--- src/rtl/sq_sum_feeder_if.sv ---
// Job request/result bus of the sum-of-squares feeder plus its launch handshake
// toward the downstream square-root unit.
interface sq_sum_feeder_if #(
  parameter int IN_W  = 4,
  parameter int OUT_W = 8
);
  logic [IN_W-1:0]  a_bi;
  logic [IN_W-1:0]  b_bi;
  logic             start_i;
  logic             busy_o;
  logic [OUT_W-1:0] y_bo;
  logic             sat_o;
  logic             sqrt_busy_i;
  logic             sqrt_start_o;
  logic [OUT_W-1:0] sqrt_x_bo;

  modport master (
    output a_bi, b_bi, start_i, sqrt_busy_i,
    input  busy_o, y_bo, sat_o, sqrt_start_o, sqrt_x_bo
  );

  modport slave (
    input  a_bi, b_bi, start_i, sqrt_busy_i,
    output busy_o, y_bo, sat_o, sqrt_start_o, sqrt_x_bo
  );
endinterface

--- src/rtl/sq_sum_feeder.sv ---
// Computes a*a + b*b with a shift-add multiplier, saturates to OUT_W bits and
// launches the downstream square-root unit once it reports idle.
module sq_sum_feeder #(
  parameter int IN_W  = 4,
  parameter int OUT_W = 8
) (
  input  logic            clk_i,
  input  logic            rst_i,
  sq_sum_feeder_if.slave  bus
);

  localparam int ACC_W = 2 * IN_W + 1;
  localparam int MC_W  = 2 * IN_W;
  localparam int CNT_W = $clog2(IN_W) + 1;
  localparam int CMP_W = (ACC_W > OUT_W) ? ACC_W : OUT_W;
  localparam logic [CNT_W-1:0] LAST_BIT = CNT_W'(IN_W - 1);
  localparam logic [CMP_W-1:0] Y_MAX    = CMP_W'({OUT_W{1'b1}});

  typedef enum logic [2:0] {
    IDLE,
    MUL_A,
    MUL_B,
    SUM,
    WAIT_DS,
    ISSUE
  } state_t;

  state_t            state;
  state_t            next_state;
  logic [ACC_W-1:0]  acc;
  logic [MC_W-1:0]   mcand;
  logic [IN_W-1:0]   mplier;
  logic [IN_W-1:0]   b_reg;
  logic [CNT_W-1:0]  cnt;
  logic [OUT_W-1:0]  y_reg;
  logic              sat_reg;
  logic              sqrt_start_reg;
  logic [OUT_W-1:0]  sqrt_x_reg;
  logic [CMP_W-1:0]  acc_ext;
  logic              sat_now;
  logic [OUT_W-1:0]  y_now;

  always_ff @(posedge clk_i or negedge rst_i) begin
    if (!rst_i) begin
      state <= IDLE;
    end else begin
      state <= next_state;
    end
  end

  always_comb begin
    next_state = state;
    case (state)
      IDLE:    if (bus.start_i)      next_state = MUL_A;
      MUL_A:   if (cnt == LAST_BIT)  next_state = MUL_B;
      MUL_B:   if (cnt == LAST_BIT)  next_state = SUM;
      SUM:                           next_state = WAIT_DS;
      WAIT_DS: if (!bus.sqrt_busy_i) next_state = ISSUE;
      ISSUE:                         next_state = IDLE;
      default:                       next_state = IDLE;
    endcase
  end

  // Widen to whichever is larger so the saturation test also holds when the
  // accumulator is narrower than the output (saturation then never fires).
  always_comb begin
    acc_ext = CMP_W'(acc);
    sat_now = (acc_ext > Y_MAX);
    y_now   = sat_now ? {OUT_W{1'b1}} : acc_ext[OUT_W-1:0];
  end

  always_ff @(posedge clk_i or negedge rst_i) begin
    if (!rst_i) begin
      acc            <= '0;
      mcand          <= '0;
      mplier         <= '0;
      b_reg          <= '0;
      cnt            <= '0;
      y_reg          <= '0;
      sat_reg        <= 1'b0;
      sqrt_start_reg <= 1'b0;
      sqrt_x_reg     <= '0;
    end else begin
      sqrt_start_reg <= (state == WAIT_DS) && !bus.sqrt_busy_i;
      case (state)
        IDLE: begin
          if (bus.start_i) begin
            b_reg  <= bus.b_bi;
            mcand  <= MC_W'(bus.a_bi);
            mplier <= bus.a_bi;
            acc    <= '0;
            cnt    <= '0;
          end
        end
        MUL_A, MUL_B: begin
          if (mplier[0]) begin
            acc <= acc + ACC_W'(mcand);
          end
          // The last step of a*a reloads both shift registers with b so b*b
          // accumulates onto the same sum without an extra cycle.
          if (cnt == LAST_BIT) begin
            cnt <= '0;
            if (state == MUL_A) begin
              mcand  <= MC_W'(b_reg);
              mplier <= b_reg;
            end
          end else begin
            cnt    <= cnt + 1'b1;
            mcand  <= mcand << 1;
            mplier <= mplier >> 1;
          end
        end
        SUM: begin
          y_reg      <= y_now;
          sat_reg    <= sat_now;
          sqrt_x_reg <= y_now;
        end
        default: begin
        end
      endcase
    end
  end

  assign bus.busy_o       = (state != IDLE);
  assign bus.y_bo         = y_reg;
  assign bus.sat_o        = sat_reg;
  assign bus.sqrt_start_o = sqrt_start_reg;
  assign bus.sqrt_x_bo    = sqrt_x_reg;

endmodule

--- src/flat_wrapper.sv ---
// flat-port wrapper written by rule: the top's interface ports become plain ports
module sq_sum_feeder_flat 
#(
  parameter int IN_W  = 4,
  parameter int OUT_W = 8
)
  (clk_i, rst_i, bus_a_bi, bus_b_bi, bus_start_i, bus_sqrt_busy_i, bus_busy_o, bus_y_bo, bus_sat_o, bus_sqrt_start_o, bus_sqrt_x_bo);
  sq_sum_feeder_if #(.IN_W(IN_W), .OUT_W(OUT_W)) bus_i ();
  input  logic clk_i;
  input  logic rst_i;
  input wire logic [$bits(bus_i.a_bi)-1:0] bus_a_bi;
  input wire logic [$bits(bus_i.b_bi)-1:0] bus_b_bi;
  input wire logic [$bits(bus_i.start_i)-1:0] bus_start_i;
  input wire logic [$bits(bus_i.sqrt_busy_i)-1:0] bus_sqrt_busy_i;
  output wire logic [$bits(bus_i.busy_o)-1:0] bus_busy_o;
  output wire logic [$bits(bus_i.y_bo)-1:0] bus_y_bo;
  output wire logic [$bits(bus_i.sat_o)-1:0] bus_sat_o;
  output wire logic [$bits(bus_i.sqrt_start_o)-1:0] bus_sqrt_start_o;
  output wire logic [$bits(bus_i.sqrt_x_bo)-1:0] bus_sqrt_x_bo;
  assign bus_i.a_bi = bus_a_bi;
  assign bus_i.b_bi = bus_b_bi;
  assign bus_i.start_i = bus_start_i;
  assign bus_i.sqrt_busy_i = bus_sqrt_busy_i;
  assign bus_busy_o = bus_i.busy_o;
  assign bus_y_bo = bus_i.y_bo;
  assign bus_sat_o = bus_i.sat_o;
  assign bus_sqrt_start_o = bus_i.sqrt_start_o;
  assign bus_sqrt_x_bo = bus_i.sqrt_x_bo;
  sq_sum_feeder #(.IN_W(IN_W), .OUT_W(OUT_W)) u_core (.clk_i(clk_i), .rst_i(rst_i), .bus(bus_i));
endmodule
--- config.mk ---
export PLATFORM = sky130hd
export DESIGN_NAME = sq_sum_feeder_flat
export DESIGN_NICKNAME = d
export VERILOG_FILES = /design/src/rtl/sq_sum_feeder_if.sv /design/src/rtl/sq_sum_feeder.sv /design/src/flat_wrapper.sv
export SDC_FILE = /design/constraint.sdc
export NUM_CORES = 1
export LEC_CHECK = 0
export ABC_AREA = 1
export CAP_MARGIN = 20
export CORE_AREA = 2 2 98 100
export CTS_BUF_LIST = sky130_fd_sc_hd__clkbuf_8
export DETAILED_ROUTE_END_ITERATION = 6
export DIE_AREA = 0 0 100 102
export SETUP_SLACK_MARGIN = 0.2
export SLEW_MARGIN = 20
export SYNTH_ARGS = -nofsm -noshare
export SYNTH_HDL_FRONTEND = slang
export SYNTH_SLANG_ARGS = --single-unit
--- constraint.sdc ---
create_clock -name clk_i -period 2.35 [get_ports clk_i]
set_input_delay 0.705 -clock clk_i [delete_from_list [all_inputs] [get_ports clk_i]]
set_output_delay 0.705 -clock clk_i [all_outputs]
set_load 0.05 [all_outputs]
==> run summary <==
After synthesis, the most frequently instantiated cells are nand2_1 (87), dfrtp_1 (41), inv_1 (25). Source-to-sink clock delay at the later pin of the worst-skew pair: 0.30 ns. STA puts the critical path data required time at 1.64 ns. The global-route total usage across every layer was 9.60%. The flip-flop count of the largest register, all copies and words added came out at 9. The maximum fanout encountered on the critical timing path is 4. The ratio of routed vias to standard cells was 4.33. The run finished with clean final reports.

Detailed placement finished with a half-perimeter wire length of 3350 µm. The clock passes through at most 2 buffers. The tools report the final count of pins violating max slew as 0.

The critical path is of the flip-flop to primary output type. In this run the worst hold path is classified as primary input to async pin. For the worst setup path, the data arrival time is 1.31 ns. The logs give 0 for the setup-violating endpoint count in the final report and 4360 µm for the post-detailed-routing wire length. The tree is rooted in a clkbuf_8. The largest net degree at the start of global routing is 42. The overall die width is 100 µm. Transition at the pin with the smallest max-transition slack: 0.521 ns. For this run the aggregate overflow at the end of global routing stands at 0. After routing the design area is 2670 µm². In the finished design, the share of the clock period the worst path needs comes to 85.6%. For the worst slack after detailed placement, the log shows 0.430 ns. TritonCTS built the clock tree. Buffers added to address setup during post-CTS repair amount to 0.

Summed over all failing endpoints, the final setup total negative slack is 0 ns. Compared with the post-synthesis result, the final layout area differs by 21.0%. The run gives 1000 µm² as the area of combinational cells with multiple inputs. The TritonCTS buffer count was 5.

By area the synthesized netlist is led by dfrtp_1 (46%), nand2_1 (15%), ha_1 (5.1%), inv_1 (4.2%), nand3_1 (3.6%). Setup repair after global routing left no endpoint under its margin. During synthesis, Yosys emitted a total of 0 warnings. Row generation in the floorplan step produced 35 rows. The logs give 10200 µm² for the die footprint and 0 for the final number of hold-violating endpoints. Measured against its own limit, the worst slew margin works out to 65.3%. After floorplanning, the core was sized to cover 9110 µm². The synthesized cell area came out at 2210 µm². The nature of the critical path startpoint is a flip-flop.

CTS built an H-tree with a depth of 2. The post-CTS clock slew at the launch and capture registers of the worst setup and hold paths came out at 0.09 ns. The total power after layout is 4140 µW. Clock skew on the completed layout was measured at 0.00661 ns. The fraction of post-synthesis cell area in the top cell type by area was 46.4%. The number of design rule violations left after detail routing is 0. The number of global-route vias before repair was 1712.

The count of pins on the block boundary was 31; the post-layout net count was 315. The final route contains 1755 vias. For this run, the leading register cell type out of synthesis is dfrtp_1. The number of routed nets with antenna violations was 0; the post-route worst setup slack was 0.339 ns.

The tools report the cell count after synthesis as 264. The number of nets in the synthesized netlist is 286. Sequential cells were found to cover 46.4% of the synthesized design area. The most repeated cell in the gate-level netlist after synthesis was nand2_1. Counting flops per register, the top entry is u_core.acc.

The placed cell count came out at 397. The number of distinct library cells after synthesis is 30. After clock tree synthesis, the flow added hold-fix buffers numbering 0. The initial antenna violation count was 0.

The initial utilization of the core area, before any placement, comes to 24.3%. In this run, the number of DRC markers left after iteration 0 of detailed routing was 45. The kind of end point of the critical path was a primary output. 0 antenna diodes ended up in the layout.

The analysis attributes to cell leakage a power of 0.00138 µW. Across the whole layout, storage elements account for 1030 µm². After detailed routing, the average wire length per cell comes to 10.8 µm.

Yosys mapped a number of flops with a built-in enable equal to 0. The first global-routing pass estimated 7810 µm of wire. The routed design could run at a clock period as short as 2.01 ns.

The number of optimization iterations in the first detailed-route pass was 4; the fraction of final layout cells with drive strength greater than 1 was 11.6%. The biggest area contributor in the post-synthesis netlist is dfrtp_1. From bottom edge to top edge, the die measures 102 µm. The tree built by TritonCTS fans out to 41 sinks. The tool flagged a number of max-cap violations equal to 0. Input and output buffers added on the ports amount to 30. IR analysis of the VDD net gives a maximum drop of 0.000386 V. Leaving out filler cells and counting taps, the final layout contains 405. After detailed placement, the total cell area comes to 2580 µm². The run gives 497 MHz as the peak clock frequency supported by timing.

In this run, synthesis produced a sequential element count of 41. The run gives 0.765 as the final weighted congestion of routability-driven global placement. The layout has 989 filler cells. In the synthesized netlist the async set-or-reset flop fraction comes to 100%. Total power per unit cell area: 1550 nW/µm². The synthesized area per cell was 8.37 µm².
[layout make-up]
type	count	share of cell area (%)
inverter	28	4.02
tap	111	5.19
timing repair buffer	31	10.5
clock inverter	3	1.73
sequential	41	38.4
multi-input combinational	186	37.6
clock buffer	5	2.57
[power breakdown]
group / internal, µW / total [µW] / switching, µW
clock: 318 / 580 / 262
combinational: 729 / 2300 / 1570
sequential: 1020 / 1260 / 239
total: 2070 / 4140 / 2080
[final timing paths]
kind	startpoint	endpoint	slack [ns]	depth (start not counted)
setup / recovery	u_core.state[0]	bus_busy_o	0.34	5
hold / removal	rst_i	u_core.b_reg[0]	0.45	2
setup reg to reg	u_core.mcand[0]	u_core.acc[4]	0.51	7
hold reg to reg	u_core.mplier[2]	u_core.mplier[2]	0.49	2
max in group asynchronous	rst_i	u_core.bus.y_bo[3]	1.53	2
min in group clk_i	u_core.mplier[2]	u_core.mplier[2]	0.49	2
[stage by stage]
| stage | hold WS (ns) | util (%) |
|---|---|---|
| 2_1_floorplan | 0.409 | - |
| 3_3_place_gp | 0.467 | 28.3 |
| 3_5_place_dp | 0.472 | 28.3 |
| 4_1_cts | 0.478 | 29.3 |
| 5_1_grt | 0.497 | 29.4 |
| 6_report | 0.453 | 29.4 |
[logic make-up after synthesis]
| family | after synthesis | synth area share (%) |
|---|---|---|
| xor+xnor | 2 | 0.793 |
| simple gates | 134 | 27.7 |
| buf+inv | 37 | 8.10 |
| fa+ha+maj | 10 | 6.00 |
| compound gates | 36 | 8.89 |
| flops | 41 | 46.4 |
| mux | 4 | 2.04 |
[worst max-delay path, cell delays in order (launching register included)]
cell	delay [ns]
dfrtp_1	0.42
inv_2	0.08
nand2_2	0.10
nor2_4	0.16
inv_1	0.06
buf_4	0.18
[cell usage in the layout, fill, tap and decap left out, types with 2 or more instances in the layout]
master,instances
dlygate4sd2_1,17
o21ai_0,14
mux2_2,4
nand3_1,16
nor2_4,4
buf_4,2
dfrtp_1,41
clkdlybuf4s50_1,10
inv_1,25
nand2_2,3
xnor2_1,2
o22ai_1,2
a21oi_1,15
nand3b_1,2
clkbuf_8,5
inv_2,2
ha_1,9
nand2_4,2
nand2_1,87
nor2_2,2
nor2_1,14
[what timing repair did]
| item | in CTS | in global routing |
|---|---|---|
| gates resized for setup | 17 | 1 |
| hold endpoints to repair | 0 | 0 |
| setup endpoints to repair | 17 | 1 |
[metal layers]
layer  up-vias  wire length [µm]  share of wire, %  track usage [%]
met5         -                 0                 0                0
met4         0                53               1.2             3.16
met3         4               254               5.8             2.94
met2        37              2030                47             16.1
met1       811              2030                46             11.9
li1        903                 -                 -                -
Note: power is estimated with default switching activity, not from simulation.
==> RTL change 1: new RTL, same flow settings <==
`IN_W` is set to 4 in 3 places; all go to 8.
--- a/src/rtl/sq_sum_feeder_if.sv
+++ b/src/rtl/sq_sum_feeder_if.sv
@@ -1,7 +1,7 @@
 // Job request/result bus of the sum-of-squares feeder plus its launch handshake
 // toward the downstream square-root unit.
 interface sq_sum_feeder_if #(
-  parameter int IN_W  = 4,
+  parameter int IN_W  = 8,
   parameter int OUT_W = 8
 );
   logic [IN_W-1:0]  a_bi;
--- a/src/rtl/sq_sum_feeder.sv
+++ b/src/rtl/sq_sum_feeder.sv
@@ -1,7 +1,7 @@
 // Computes a*a + b*b with a shift-add multiplier, saturates to OUT_W bits and
 // launches the downstream square-root unit once it reports idle.
 module sq_sum_feeder #(
-  parameter int IN_W  = 4,
+  parameter int IN_W  = 8,
   parameter int OUT_W = 8
 ) (
   input  logic            clk_i,
--- a/src/flat_wrapper.sv
+++ b/src/flat_wrapper.sv
@@ -1,7 +1,7 @@
 // flat-port wrapper written by rule: the top's interface ports become plain ports
 module sq_sum_feeder_flat 
 #(
-  parameter int IN_W  = 4,
+  parameter int IN_W  = 8,
   parameter int OUT_W = 8
 )
   (clk_i, rst_i, bus_a_bi, bus_b_bi, bus_start_i, bus_sqrt_busy_i, bus_busy_o, bus_y_bo, bus_sat_o, bus_sqrt_start_o, bus_sqrt_x_bo);
Ports: changed (resized bus_a_bi and bus_b_bi); port bits go from 31 to 39. No check against the original RTL was run, so the function may have changed too.
==> RTL change 1 against the unedited design <==
Area after synthesis up 74%. Setup slack gained 0.0029 ns. Synthesized cell count grew 90%. Highest routed layer unchanged. Design area rose by 67%. Clock skew hardly changed. Routed wire length grew 91%. Global-route usage increased by 8.5 points. Sequential cell count grew 25. Die area unchanged. Via count rose by 81%.
Power is left out: the tool's default activity adds up to more than one toggle a clock period on the data nets, which glitch-free logic cannot reach.
==> RTL change 1: results (changes against the unedited design) <==
Layout
  – Biggest regs: u_core.acc x17, u_core.mcand x16
  – Top reg by flops: u_core.acc
  – Final layout net count: 579 (+84%)
  – N_diodes: 0 (unchanged)
  – Layout cells sized above 1: 8.97% (-2.6 points)

Logic synthesis
  – Syn_nets: 540 (+89%)
  – Synth area leaders: dfrtp_1 (43%), nand2_1 (17%), inv_1 (6.0%), ha_1 (5.5%), a21oi_1 (3.8%)
  – Async SR Flop Fraction: 100% (unchanged)
  – Warning count from the yosys run: 0 (unchanged)
  – Synth Flop Type: dfrtp_1
  – Netlist cell types: 35 (+17%)
  – Sequential fraction of the synthesis area: 43.1% (-3.4 points)
  – Top cells by count, synth: nand2_1 (174), dfrtp_1 (66), inv_1 (61)

Routing
  – 1st-iter DRT viols: 114 (+150%)
  – Highest routed layer: met4
  – Drt total wl: 8330 µm (+91%)
  – Routed vias: 3178 (+81%)
  – Met2 WL post-DR: 3770 µm (+86%)
  – Met1 WL: 4220 µm (+110%)
  – DR WL met3: 253 µm (-0.39%)
  – Drt first pass iters: 4 (unchanged)

Critical path
  – Crit path arrival time: 1.30 ns
  – Crit-path max FO: 3 (-1)
  – Crit-path slowest cell: dfrtp_1
  – Max incr delay on CP: 0.39 ns (-0.03 ns)

Placement
  – HPWL Detailed: 6290 µm (+88%)
  – Pre-CTS setup slack: 0.187 ns (-0.243 ns)
  – Post-placement cell area: 0.00425 mm² (+65%)
  – RePlAce Congestion: 0.827 (+8.0%)
  – Input/output buffers: 38 (+27%)

STA
  – Finish-stage setup viols: 0 (unchanged)
  – Setup Skew: 0.00650 ns (-0.000109 ns)
  – Worst-Margin Slew: 0.499 ns (-0.0222 ns)

CTS
  – PostCTS Resize Cnt: 18 (+1)
  – H-tree levels: 3 (+1)
  – Clock-pin transition on the worst setup and hold timing paths: 0.08 ns
  – CTS buffer count: 9 (+4)
  – Later-pin clock latency in the skew report: 0.34 ns (+0.04 ns)
  – Clock root buffer: clkbuf_8
  – CTS Buffer Depth: 2 (unchanged)
  – Post-CTS setup buffers: 0 (unchanged)

Status
  – Status: completed

GRT
  – GR Util met3: 3.83% (+0.89 points)
  – Global-route wire length before repair: 14600 µm (+87%)
  – Met2 usage: 29.2% (+13 points)
  – Largest net degree at the start of global routing: 67 (+60%)
  – Total GRT Usage: 18.2% (+8.5 points)
  – Met1 GRT Util: 24.9% (+13 points)
  – Antenna violations before repair: 0 (unchanged)
  – Vias in the first global route: 3130 (+83%)

Min path
  – Hold crit path type: in -> async
## RTL change 1: cell count changes after synthesis, moves of 5 or more
cell / change
a21oi_1: +14
buf_6: +5
dfrtp_1: +25
ha_1: +8
inv_1: +36
inv_2: +6
nand2_1: +87
nand3_1: +6
nor2_1: +21
o211ai_1: +9
o21ai_0: -10
o21ai_1: +12
o22ai_1: +9
## RTL change 1: cell type report
class	count	area (µm²)
repair buffers	45	415
well taps	111	139
fillers	930	4650
inverters	69	259
multi-input cells	350	1790
clock buffers	11	151
clock inverters	5	53.8
flip-flops and latches	66	1650
## RTL change 1: stage by stage
step / hold WS, ns / instances
CTS: 0.373 / 654
finish: 0.368 / 657
floorplan: 0.409 / 502
global placement: 0.463 / 638
detailed placement: 0.467 / 638
global route: 0.407 / 657
## RTL change 1: worst paths after layout
kind / from / endpoint / slack (ns) / cells after the start
max: u_core.state[1] / bus_busy_o / 0.34 / 5
min: rst_i / u_core.bus.y_bo[3] / 0.37 / 2
max reg2reg: u_core.acc[0] / u_core.acc[16] / 0.41 / 13
min reg2reg: u_core.bus.sat_o / u_core.bus.sat_o / 0.48 / 2
max in group asynchronous: rst_i / u_core.b_reg[5] / 1.68 / 2
min in group clk_i: u_core.bus.sat_o / u_core.bus.sat_o / 0.48 / 2
## RTL change 1: worst max-delay path: cells and delay by family (launching register included)
family,cells,cell delay (ns)
buf+inv,3,0.39
flops,1,0.39
simple gates,2,0.19
## RTL change 1: cell families after synthesis
| group | count (synthesis) | share of synthesized area, % |
|---|---|---|
| AO/OA/AOI/OAI | 70 | 10.7 |
| XOR/XNOR | 4 | 0.913 |
| adder cells (fa/ha/maj) | 18 | 6.07 |
| buffers and inverters | 86 | 10.4 |
| flip-flops | 66 | 43.1 |
| AND/OR/NAND/NOR | 258 | 28.8 |
==> RTL change 2: new RTL, same flow settings <==
Made on the original files. Re-encode `state_t` (6 states) as one-hot, 6 bits wide.
--- a/src/rtl/sq_sum_feeder.sv
+++ b/src/rtl/sq_sum_feeder.sv
@@ -16,13 +16,13 @@
   localparam logic [CNT_W-1:0] LAST_BIT = CNT_W'(IN_W - 1);
   localparam logic [CMP_W-1:0] Y_MAX    = CMP_W'({OUT_W{1'b1}});
 
-  typedef enum logic [2:0] {
-    IDLE,
-    MUL_A,
-    MUL_B,
-    SUM,
-    WAIT_DS,
-    ISSUE
+  typedef enum logic [5:0] {
+    IDLE    = 6'b000001,
+    MUL_A   = 6'b000010,
+    MUL_B   = 6'b000100,
+    SUM     = 6'b001000,
+    WAIT_DS = 6'b010000,
+    ISSUE   = 6'b100000
   } state_t;
 
   state_t            state;
Behaviour: no difference found for any inputs over 10 cycles, from zero or initial values and one cycle with rst_i low; not proved beyond that.
==> RTL change 2 against the unedited design <==
Maximum frequency grew 1.1%. Setup slack gained 0.022 ns. Design area increased by 7.2%. Clock power decreased by 14%. Routed wire length is 12% higher. Via count increased by 10%. Sequential cell count grew 3. Total power shrank 23%. Area after synthesis rose by 9.9%. Critical endpoint unchanged.
==> RTL change 2: results (changes against the unedited design) <==
STA
  – Setup Skew: 0.0102 ns (+0.00360 ns)
  – Worst-Margin Slew: 0.569 ns (+0.0477 ns)
  – Period utilization: 84.7% (-0.92 points)

GRT
  – Total GRT Usage: 10.3% (+0.71 points)
  – Largest net degree at the start of global routing: 45 (+7.1%)
  – Global-route wire length before repair: 8380 µm (+7.2%)

Logic synthesis
  – Complex-gate fraction of the synthesized area: 6.55% (-2.3 points)
  – Netlist cell types: 32 (+6.7%)
  – Synth Area in Adders: 5.46% (-0.54 points)
  – Synth area leaders: dfrtp_1 (44%), nand2_1 (18%), ha_1 (4.6%), inv_1 (3.4%), o21ai_0 (3.3%)
  – Syn Inst Count: 295 (+12%)
  – Synth Area in XOR/XNOR: 1.08% (+0.29 points)
  – Mux cell area share after synthesis: 1.86% (-0.18 points)
  – Syn_nets: 317 (+11%)

Critical path
  – Reg2Reg Depth: 11 (+4)
  – Crit path arrival time: 1.28 ns (-0.03 ns)
  – R2R Setup Slk: 0.49 ns (-0.02 ns)
  – Crit-path max FO: 5 (+1)
  – R2r endpoint: u_core.acc[6]
  – Crit path from: u_core.state[5]

Pwr
  – Peak supply drop: 0.349 mV (-9.4%)
  – Leakage: 0.00158 µW (+15%)

Placement
  – HPWL Detailed: 3660 µm (+9.0%)
  – RePlAce Congestion: 0.859 (+12%)
  – Pre-CTS setup slack: 0.318 ns (-0.112 ns)
  – Post-placement cell area: 0.00279 mm² (+8.3%)

Status
  – Status: completed

Routing
  – Drt total wl: 4870 µm (+12%)
  – 1st-iter DRT viols: 62 (+38%)

Layout
  – Final layout net count: 344 (+9.2%)
  – Layout cells sized above 1: 9.91% (-1.7 points)
[RTL change 2: cell types whose count changed in the layout (fill, tap and decap cells not counted), sizes merged, moves of 2 or more]
| cell | before | now |
|---|---|---|
| nand3 | 18 | 16 |
| nor2 | 20 | 27 |
| dfrtp | 41 | 43 |
| inv | 28 | 25 |
| o21ai | 16 | 22 |
| a21oi | 16 | 4 |
| nand2 | 92 | 119 |
| nand4 | 1 | 3 |
[RTL change 2: power groups by stage]
| stage | Combinational (µW) | Clock [µW] | Sequential (µW) |
|---|---|---|---|
| 2_1_floorplan | 1210 | 0 | 1180 |
| 3_5_place_dp | 1570 | 0 | 1170 |
| 3_3_place_gp | 1530 | 0 | 1160 |
| 6_report | 1530 | 497 | 1150 |
| 4_1_cts | 1550 | 520 | 1160 |
| 5_1_grt | 1720 | 549 | 1190 |
[RTL change 2: repair_timing]
item,CTS,global route
setup endpoints to repair,17,1
pin swaps,0,0
resized for setup,17,1
buffers inserted,0,0
[RTL change 2: layer usage]
metal	wire length [µm]	track usage (%)	part of all wire, %
met2	2190	16.9	45
met1	2370	13.7	49
met4	75	3.48	1.5
met5	0	0	0
met3	237	2.05	4.9
[RTL change 2: layout make-up]
type	instances	area (µm²)	area share [%]
Sequential cell	44	1100	38.5
Timing Repair Buffer	32	289	10.1
Clock buffer	6	82.6	2.88
Inverter	24	92.6	3.23
Clock inverter	2	11.3	0.393
Tap cell	111	139	4.85
Multi-Input combinational cell	215	1150	40.1
[RTL change 2: metrics by stage]
step	utilization [%]	hold WS, ns
2_1_floorplan	-	0.409
3_3_place_gp	30.6	0.457
3_5_place_dp	30.6	0.471
4_1_cts	31.4	0.490
5_1_grt	31.5	0.516
6_report	31.5	0.467
